### src/rtl/procb_sched_pkg.sv
// procb_sched_pkg: shared types for the process_bytes thread scheduler.
// The thread-state codes mirror the values used across the sha256crypt engine.
package procb_sched_pkg;

    localparam int THREAD_STATE_MSB = 3;

    typedef logic [THREAD_STATE_MSB:0] thread_state_t;

    localparam thread_state_t THREAD_STATE_NONE      = 4'd0;
    localparam thread_state_t THREAD_STATE_PROCB_RDY = 4'd3;
    localparam thread_state_t THREAD_STATE_BUSY      = 4'd7;

    // Index of the most significant bit needed to hold 'value'.
    function automatic int msb(input int value);
        return (value <= 1) ? 0 : $clog2(value + 1) - 1;
    endfunction

    typedef enum logic [2:0] {
        S_SCAN,
        S_CHECK,
        S_LOOKUP,
        S_GRANT,
        S_RUN
    } state_t;

endpackage

### src/rtl/procb_sched_if.sv
// procb_sched_if: thread_state channel, procb_buf lookup and process_bytes
// grant handshake seen by the scheduler (master) and its environment (slave).
interface procb_sched_if
    import procb_sched_pkg::*;
#(
    parameter int N_THREADS_MSB = 2
);

    logic [N_THREADS_MSB:0] ts_rd_num;
    thread_state_t          ts_rd;
    logic [N_THREADS_MSB:0] ts_wr_num;
    logic                   ts_wr_en;
    thread_state_t          ts_wr;
    logic [N_THREADS_MSB:0] lookup_thread_num;
    logic                   lookup_en;
    logic                   lookup_empty;
    logic                   grant_valid;
    logic [N_THREADS_MSB:0] grant_thread;
    logic                   grant_ack;
    logic                   done;

    modport master (
        output ts_rd_num, ts_wr_num, ts_wr_en, ts_wr,
               lookup_thread_num, lookup_en, grant_valid, grant_thread,
        input  ts_rd, lookup_empty, grant_ack, done
    );

    modport slave (
        input  ts_rd_num, ts_wr_num, ts_wr_en, ts_wr,
               lookup_thread_num, lookup_en, grant_valid, grant_thread,
        output ts_rd, lookup_empty, grant_ack, done
    );

endinterface

### src/rtl/procb_sched.sv
// procb_sched: round-robin picker of a thread that is PROCB_RDY, whose core is
// ready and whose procb_buf has records; grants it to process_bytes and holds
// ownership of the procb datapath until process_bytes reports done.
module procb_sched
    import procb_sched_pkg::*;
#(
    parameter int N_CORES = 3
) (
    input  logic                 CLK,
    input  logic                 RST_N,
    input  logic                 en,
    input  logic [N_CORES-1:0]   core_ready,
    procb_sched_if.master        bus,
    output logic                 idle,
    output logic                 err
);

    localparam int N_THREADS     = 2 * N_CORES;
    localparam int N_THREADS_MSB = msb(N_THREADS - 1);

    typedef logic [N_THREADS_MSB:0] thread_t;

    localparam thread_t LAST_THREAD = thread_t'(N_THREADS - 1);

    state_t                 state;
    state_t                 state_nxt;
    thread_t                ptr;
    logic [N_THREADS_MSB-1:0] core_idx;
    logic                   eligible;
    logic                   advance;
    logic                   proto_err;

    // Thread count is not a power of two, so wrap explicitly.
    function automatic thread_t next_thread(input thread_t t);
        return (t == LAST_THREAD) ? '0 : thread_t'(t + 1'b1);
    endfunction

    assign core_idx = ptr[N_THREADS_MSB:1];
    assign eligible = (bus.ts_rd == THREAD_STATE_PROCB_RDY) && core_ready[core_idx];
    assign advance  = ((state == S_CHECK)  && !eligible)
                   || ((state == S_LOOKUP) && bus.lookup_empty)
                   || ((state == S_RUN)    && bus.done);
    assign bus.ts_wr = THREAD_STATE_BUSY;

    // State register.
    always_ff @(posedge CLK or negedge RST_N) begin
        if (!RST_N) begin
            state <= S_SCAN;
        end else begin
            state <= state_nxt;
        end
    end

    // Next-state logic: only leaving S_SCAN is gated by en.
    always_comb begin
        state_nxt = state;
        case (state)
            S_SCAN:   if (en) state_nxt = S_CHECK;
            S_CHECK:  state_nxt = eligible ? S_LOOKUP : S_SCAN;
            S_LOOKUP: state_nxt = bus.lookup_empty ? S_SCAN : S_GRANT;
            S_GRANT:  if (bus.grant_ack) state_nxt = S_RUN;
            S_RUN:    if (bus.done) state_nxt = S_SCAN;
            default:  state_nxt = S_SCAN;
        endcase
    end

    // Combinational outputs and protocol violation detection.
    always_comb begin
        idle      = (state == S_SCAN);
        proto_err = (bus.grant_ack && (state != S_GRANT))
                 || (bus.done && (state != S_RUN))
                 || (bus.done && bus.grant_ack);
    end

    // Scan pointer, registered addresses, strobes and the grant itself.
    always_ff @(posedge CLK or negedge RST_N) begin
        if (!RST_N) begin
            ptr                   <= '0;
            bus.ts_rd_num         <= '0;
            bus.ts_wr_en          <= 1'b0;
            bus.ts_wr_num         <= '0;
            bus.lookup_en         <= 1'b0;
            bus.lookup_thread_num <= '0;
            bus.grant_valid       <= 1'b0;
            bus.grant_thread      <= '0;
        end else begin
            bus.ts_wr_en  <= 1'b0;
            bus.lookup_en <= 1'b0;
            if (advance) begin
                ptr <= next_thread(ptr);
            end
            if ((state == S_SCAN) && en) begin
                bus.ts_rd_num <= ptr;
            end
            if ((state == S_CHECK) && eligible) begin
                bus.lookup_en         <= 1'b1;
                bus.lookup_thread_num <= ptr;
            end
            if ((state == S_LOOKUP) && !bus.lookup_empty) begin
                bus.ts_wr_en     <= 1'b1;
                bus.ts_wr_num    <= ptr;
                bus.grant_thread <= ptr;
                bus.grant_valid  <= 1'b1;
            end
            if ((state == S_GRANT) && bus.grant_ack) begin
                bus.grant_valid <= 1'b0;
            end
        end
    end

    // Sticky protocol error flag, cleared only by reset.
    always_ff @(posedge CLK or negedge RST_N) begin
        if (!RST_N) begin
            err <= 1'b0;
        end else if (proto_err) begin
            err <= 1'b1;
        end
    end

endmodule
### src/flat_wrapper.sv
// flat-port wrapper written by rule: the top's interface ports become plain ports
module procb_sched_flat import procb_sched_pkg::*;
#(
    parameter int N_CORES = 3
)
  (CLK, RST_N, en, core_ready, idle, err, bus_ts_rd_num, bus_ts_wr_num, bus_ts_wr_en, bus_ts_wr, bus_lookup_thread_num, bus_lookup_en, bus_grant_valid, bus_grant_thread, bus_ts_rd, bus_lookup_empty, bus_grant_ack, bus_done);
  procb_sched_if bus_i ();
  input  logic CLK;
  input  logic RST_N;
  input  logic en;
  input  logic [N_CORES-1:0] core_ready;
  output logic idle;
  output logic err;
  output wire logic [$bits(bus_i.ts_rd_num)-1:0] bus_ts_rd_num;
  output wire logic [$bits(bus_i.ts_wr_num)-1:0] bus_ts_wr_num;
  output wire logic [$bits(bus_i.ts_wr_en)-1:0] bus_ts_wr_en;
  output wire logic [$bits(bus_i.ts_wr)-1:0] bus_ts_wr;
  output wire logic [$bits(bus_i.lookup_thread_num)-1:0] bus_lookup_thread_num;
  output wire logic [$bits(bus_i.lookup_en)-1:0] bus_lookup_en;
  output wire logic [$bits(bus_i.grant_valid)-1:0] bus_grant_valid;
  output wire logic [$bits(bus_i.grant_thread)-1:0] bus_grant_thread;
  input wire logic [$bits(bus_i.ts_rd)-1:0] bus_ts_rd;
  input wire logic [$bits(bus_i.lookup_empty)-1:0] bus_lookup_empty;
  input wire logic [$bits(bus_i.grant_ack)-1:0] bus_grant_ack;
  input wire logic [$bits(bus_i.done)-1:0] bus_done;
  assign bus_ts_rd_num = bus_i.ts_rd_num;
  assign bus_ts_wr_num = bus_i.ts_wr_num;
  assign bus_ts_wr_en = bus_i.ts_wr_en;
  assign bus_ts_wr = bus_i.ts_wr;
  assign bus_lookup_thread_num = bus_i.lookup_thread_num;
  assign bus_lookup_en = bus_i.lookup_en;
  assign bus_grant_valid = bus_i.grant_valid;
  assign bus_grant_thread = bus_i.grant_thread;
  assign bus_i.ts_rd = bus_ts_rd;
  assign bus_i.lookup_empty = bus_lookup_empty;
  assign bus_i.grant_ack = bus_grant_ack;
  assign bus_i.done = bus_done;
  procb_sched #(.N_CORES(N_CORES)) u_core (.CLK(CLK), .RST_N(RST_N), .en(en), .core_ready(core_ready), .bus(bus_i), .idle(idle), .err(err));
endmodule
### config.mk
export PLATFORM = sky130hd
export DESIGN_NAME = procb_sched_flat
export DESIGN_NICKNAME = d
export VERILOG_FILES = /design/src/rtl/procb_sched_pkg.sv /design/src/rtl/procb_sched_if.sv /design/src/rtl/procb_sched.sv /design/src/flat_wrapper.sv
export SDC_FILE = /design/constraint.sdc
export NUM_CORES = 1
export LEC_CHECK = 0
export ABC_CLOCK_PERIOD_IN_PS = 3300
export BUFFER_PORTS_ARGS = -buffer_cell sky130_fd_sc_hd__buf_2
export CORE_ASPECT_RATIO = 1.1
export CORE_MARGIN = 4
export CORE_UTILIZATION = 30
export CTS_CLUSTER_SIZE = 10
export DETAILED_ROUTE_END_ITERATION = 16
export PLACE_DENSITY = 0.51
export REMOVE_ABC_BUFFERS = 1
export SETUP_SLACK_MARGIN = 0.5
export SYNTH_ARGS = -nofsm -noshare
export SYNTH_HDL_FRONTEND = slang
export SYNTH_SLANG_ARGS = --single-unit
### constraint.sdc
create_clock -name CLK -period 3.3 [get_ports CLK]
set_clock_uncertainty 0.2 [all_clocks]
set_input_delay 0.495 -clock CLK [delete_from_list [all_inputs] [get_ports CLK]]
set_output_delay 0.495 -clock CLK [all_outputs]
set_load 0.01 [all_outputs]
---- After elaboration in Yosys (flattened, before gate mapping) ----
Cells that the tools add are included.
word-level totals
  register bits ........................... 19
  bits in latches ......................... 0
  RAM bits ................................ 0
  bits in read-only memories .............. 0
  input port bits ......................... 13
  output and inout bits ................... 21
  word-level logic and storage cells ...... 55
  memories ................................ 0
cells by class
  add/sub/neg operators ................... 1
  multiply operators ...................... 0
  divide/modulo/power cells ............... 0
  magnitude comparators ................... 1
  eq/ne operators ......................... 11
  shift-type cells ........................ 0
  multiplexer cells ....................... 13
  bitwise gates (word level) .............. 0
  reduce and logical (&&, ||, !) cells .... 20
operators by type and width
  kind                                                        number
  case mux 3 bit (5 select lines)                             1
  2-to-1 mux 3 bit                                            4
  logical AND 1 bit                                           11
  equality test 3 x 2 -> 1 bit, second input constant         2
  equality test 3 bit, second input constant                  2
  inequality test 2 bit, second input constant                3
  2-to-1 mux 1 bit                                            5
  equality test 4 x 2 -> 1 bit, second input constant         1
  logical OR 1 bit                                            4
  2-to-1 mux 2 bit                                            2
  adder 3 x 1 -> 3 bit, second input constant                 1
  equality test 3 x 1 -> 1 bit, second input constant         1
  logical NOT 3 bit                                           1
  less-than comparator 2 x 3 -> 1 bit, second input constant  1
  inequality test 3 x 2 -> 1 bit, second input constant       1
  inequality test 3 bit, second input constant                1
  AND reduction 3 bit                                         1
  binary-select mux 1 bit (select 2 bit)                      1
  logical NOT 1 bit                                           2
  nonzero test 2 bit                                          1

---- Longest topological paths before layout ----
  depth in word-level cells ............... 7
  depth in mapped cells ................... 5
  mapped depth without buffers ............ 4

---- Worst setup path after synthesis ----
OpenSTA, ideal clock, no wires.
  kind .................................... input port to flip-flop
  start ................................... input port bus_ts_rd[2]
  end ..................................... register u_core.ptr[1]
  setup time .............................. 0.125 ns
  data arrival time ....................... 1.453 ns
  required time ........................... 2.975 ns
  slack ................................... 1.523 ns
  stages .................................. 4
  path buffers ............................ 0
  path through ............................ and4bb_2 nand2b_1 a31oi_2 mux2_2
on the way
  cells in the longest elaborated chain, start to end .. 6
RTL lines
  what                          RTL line            text
  from (decl)                   flat_wrapper.sv:22  input wire logic [$bits(bus_i.ts_rd)-1:0] bus_ts_rd;
  equality test 4 x 2 -> 1 bit  procb_sched.sv:39   assign eligible = (bus.ts_rd == THREAD_STATE_PROCB_RDY) && core_ready[core_idx];
  logical AND 1 bit             procb_sched.sv:39
  logical NOT 1 bit             procb_sched.sv:40   assign advance = ((state == S_CHECK) && !eligible)
  logical AND 1 bit             procb_sched.sv:40
  logical OR 1 bit              procb_sched.sv:41   || ((state == S_LOOKUP) && bus.lookup_empty)
  logical OR 1 bit              procb_sched.sv:42   || ((state == S_RUN) && bus.done);
  to (signal assigned)          procb_sched.sv:90   ptr <= next_thread(ptr);
  to (decl)                     procb_sched.sv:27   thread_t ptr;
Every way passes these cells.
A chain may end at the register's enable or synchronous reset.

---- Worst setup path after layout ----
  start ................................... register u_core.state[0]
  end ..................................... output port idle
on the way
  cells in the longest elaborated chain, start to end .. 1
RTL lines
  what                    RTL line            text
  from (decl)             procb_sched.sv:25   state_t state;
  from (signal assigned)  procb_sched.sv:50   state <= state_nxt;
  logical NOT 3 bit       procb_sched.sv:69   idle = (state == S_SCAN);
  to (decl)               flat_wrapper.sv:12  output logic idle;
Every way passes these cells.

==> metrics.txt <==
status complete, no violations; Cell Rows 21; mapped cell area 955 µm²; Seq/Total Area, Yosys 49.8%; Initial DRC Count 3; Post-synth ARST share 100%; Fill cells 322; largest area contributor in the netlist dfrtp_1; Residual DRC 0; Power Dens Cells 631 nW/µm²; Overall Global Routing Usage 9.80%; routability-driven placement congestion ratio 0.788; Synth area leaders dfrtp_1, mux2_2, buf_4; Commonest cells post-synth dfrtp_1, mux2_2, buf_4, nand2_1, nor2_1; Setup Fix Bufs, Post-CTS 0; Startpoint Class flip-flop; port bufs 29; share of layout cells above drive strength 1 43.6%; Initial Utilization 31.3%; fin crit share 60.0%; initial antenna violation count 0; Leakage 0.566 nW; DIE HEIGHT 67.2 µm; min cycle time layout 1.98 ns; crit end category output pin; Detail Route Antenna Nets 0; crit path max fanout 10; core area 3050 µm²; total I/O pin count 34; Ys Warns 0; detailed placement HPWL 1410 µm; top cell type's share of synthesized area 49.8%; synth-to-layout area growth 17.0%; clock buffer depth 2; Net Sw Frac 33.5%; number of enable flip-flop cells after synthesis 0; via count 662; vias in the first global route 699; count of max-cap constraint violations 0; routed wire length per instance 12.4 µm; Multi-input gate area 410 µm²; Synth Flop Type dfrtp_1; Fmax 0.505 GHz; Arr. time, crit path 1.28 ns; final instance area 1120 µm²; worst hold-check path type in2reg; Via density 4.60; Post-DP Area 1080 µm²; Clock Sinks 19; Root Buffer clkbuf_4; Worst-path clk slew 0.10 ns; Syn Area/Cell 11.5 µm²; ANT cells 0; Cells after Synth 83; worst setup path start u_core.state[0]$_DFFE_PN0P_; first-pass GRT wire length 3000 µm; total congestion overflow 0; Nets 124; CTS tree built; Seq. cell area 475 µm²; post-CTS sizing 0; Reg power frac 50.8%; Slew Viols, Final 0; Die Wd 61.8 µm; Int Power 469 µW; clk_lat worst skew 0.29 ns; Worst EP required 2.60 ns; Hold-fix buffers, CTS 1; Crit Path Class reg2out; total negative slack 0 ns; VDD IR max 270 µV; CTS H-tree depth 1; clock network power share 15.9%; worst r2r src u_core.state[0]$_DFFE_PN0P_; most numerous cell in the Yosys netlist dfrtp_1; HP Start bus_lookup_empty; Net Switching 236 µW; register bit total from synthesis 19; CTS Buf Count 3; Synth cell types 31; endpoints failing hold 0; total power 705 µW; RSZ-0062 raised after global routing false; drt total wl 1790 µm; Pre-antenna DRT Iters 3; die area 4150 µm²; largest net degree at the start of global routing 20; Comb power frac 33.3%; final setup fails 0
## area by class of cell
cell class / instances / share of cell area, %
Tap cell: 34 / 3.81
Multi-Input combinational cell: 55 / 36.7
Sequential cell: 19 / 42.6
Timing Repair Buffer: 30 / 13.9
Inverter: 2 / 0.672
Clock buffer: 4 / 2.35
## critical path, cell delays in order (launching register included)
cell and delay [ns]:
dfrtp_1 0.53, nor3_1 0.29, buf_2 0.18
## kinds of logic after synthesis
kind of cell | after synthesis | share of synthesized area, %
flops | 19 | 49.8
simple gates | 29 | 19.7
compound gates | 9 | 6.68
other cells | 2 | 0.787
mux | 13 | 15.1
buf+inv | 11 | 7.99
## layout by cell type, fill, tap and decap left out, drive strengths merged
cell / instances
dfrtp: 19
o21ai: 2
nor2b: 1
buf: 29
nor4bb: 1
nor2: 6
nand3: 2
and4: 1
o21bai: 1
dlygate4sd3: 1
conb: 4
mux2i: 2
mux2: 11
clkbuf: 4
a31oi: 2
and4bb: 1
nor3: 2
and2b: 1
or2b: 1
nand2: 7
o211ai: 1
nand2b: 1
nor3b: 1
nand4b: 1
inv: 2
nand3b: 2
and2: 1
a21oi: 3
## metrics by stage
step | hold slack [ns] | setup WS, ns | instances | util, %
after floorplan | -0.000591 | 1.52 | 76 | -
after detailed placement | 0.258 | 1.34 | 139 | 35.5
after CTS | 0.220 | 1.29 | 144 | 36.7
final | 0.242 | 1.32 | 144 | 36.7
after global routing | 0.229 | 1.14 | 144 | 36.7
after global placement | 0.258 | 1.39 | 139 | 35.5
## routing by layer
| metal | up-vias | GRT usage, % | part of all wire [%] |
|---|---|---|---|
| met1 | 313 | 11.5 | 41 |
| met4 | 0 | 3.18 | 0.62 |
| met3 | 2 | 3.44 | 6.9 |
| li1 | 329 | - | - |
| met2 | 18 | 16.5 | 51 |
| met5 | - | 0 | 0 |
## worst paths after layout
check                                            endpoint  slack (ns)  depth (start not counted)
min in group asynchronous  u_core.bus.lookup_en$_DFF_PN0_        0.46                          2
max reg2reg                     u_core.ptr[1]$_DFFE_PN0P_        1.35                          4
max                                                  idle        1.32                          2
min                         u_core.bus.ts_wr_en$_DFF_PN0_        0.24                          2
min reg2reg                        u_core.err$_DFFE_PN0P_        0.29                          1
max in group asynchronous   u_core.bus.ts_wr_en$_DFF_PN0_        2.14                          2
## flip-flops by register name, indices dropped and copies added, names as in the netlist
name,cells
u_core.state,3
u_core.bus.grant_valid,1
u_core.bus.ts_rd_num,3
u_core.ptr,3
u_core.err,1
u_core.bus.lookup_thread_num,3
u_core.bus.ts_wr_en,1
u_core.bus.lookup_en,1
u_core.bus.ts_wr_num,3
## power groups by stage
stage	clock (mW)	combinational, mW	sequential (mW)
after floorplan	0	0.119	0.379
after global placement	0	0.233	0.365
after detailed placement	0	0.239	0.366
after CTS	0.122	0.241	0.361
after global routing	0.133	0.260	0.369
final	0.112	0.235	0.358
Power figures use the tool's default switching activity.
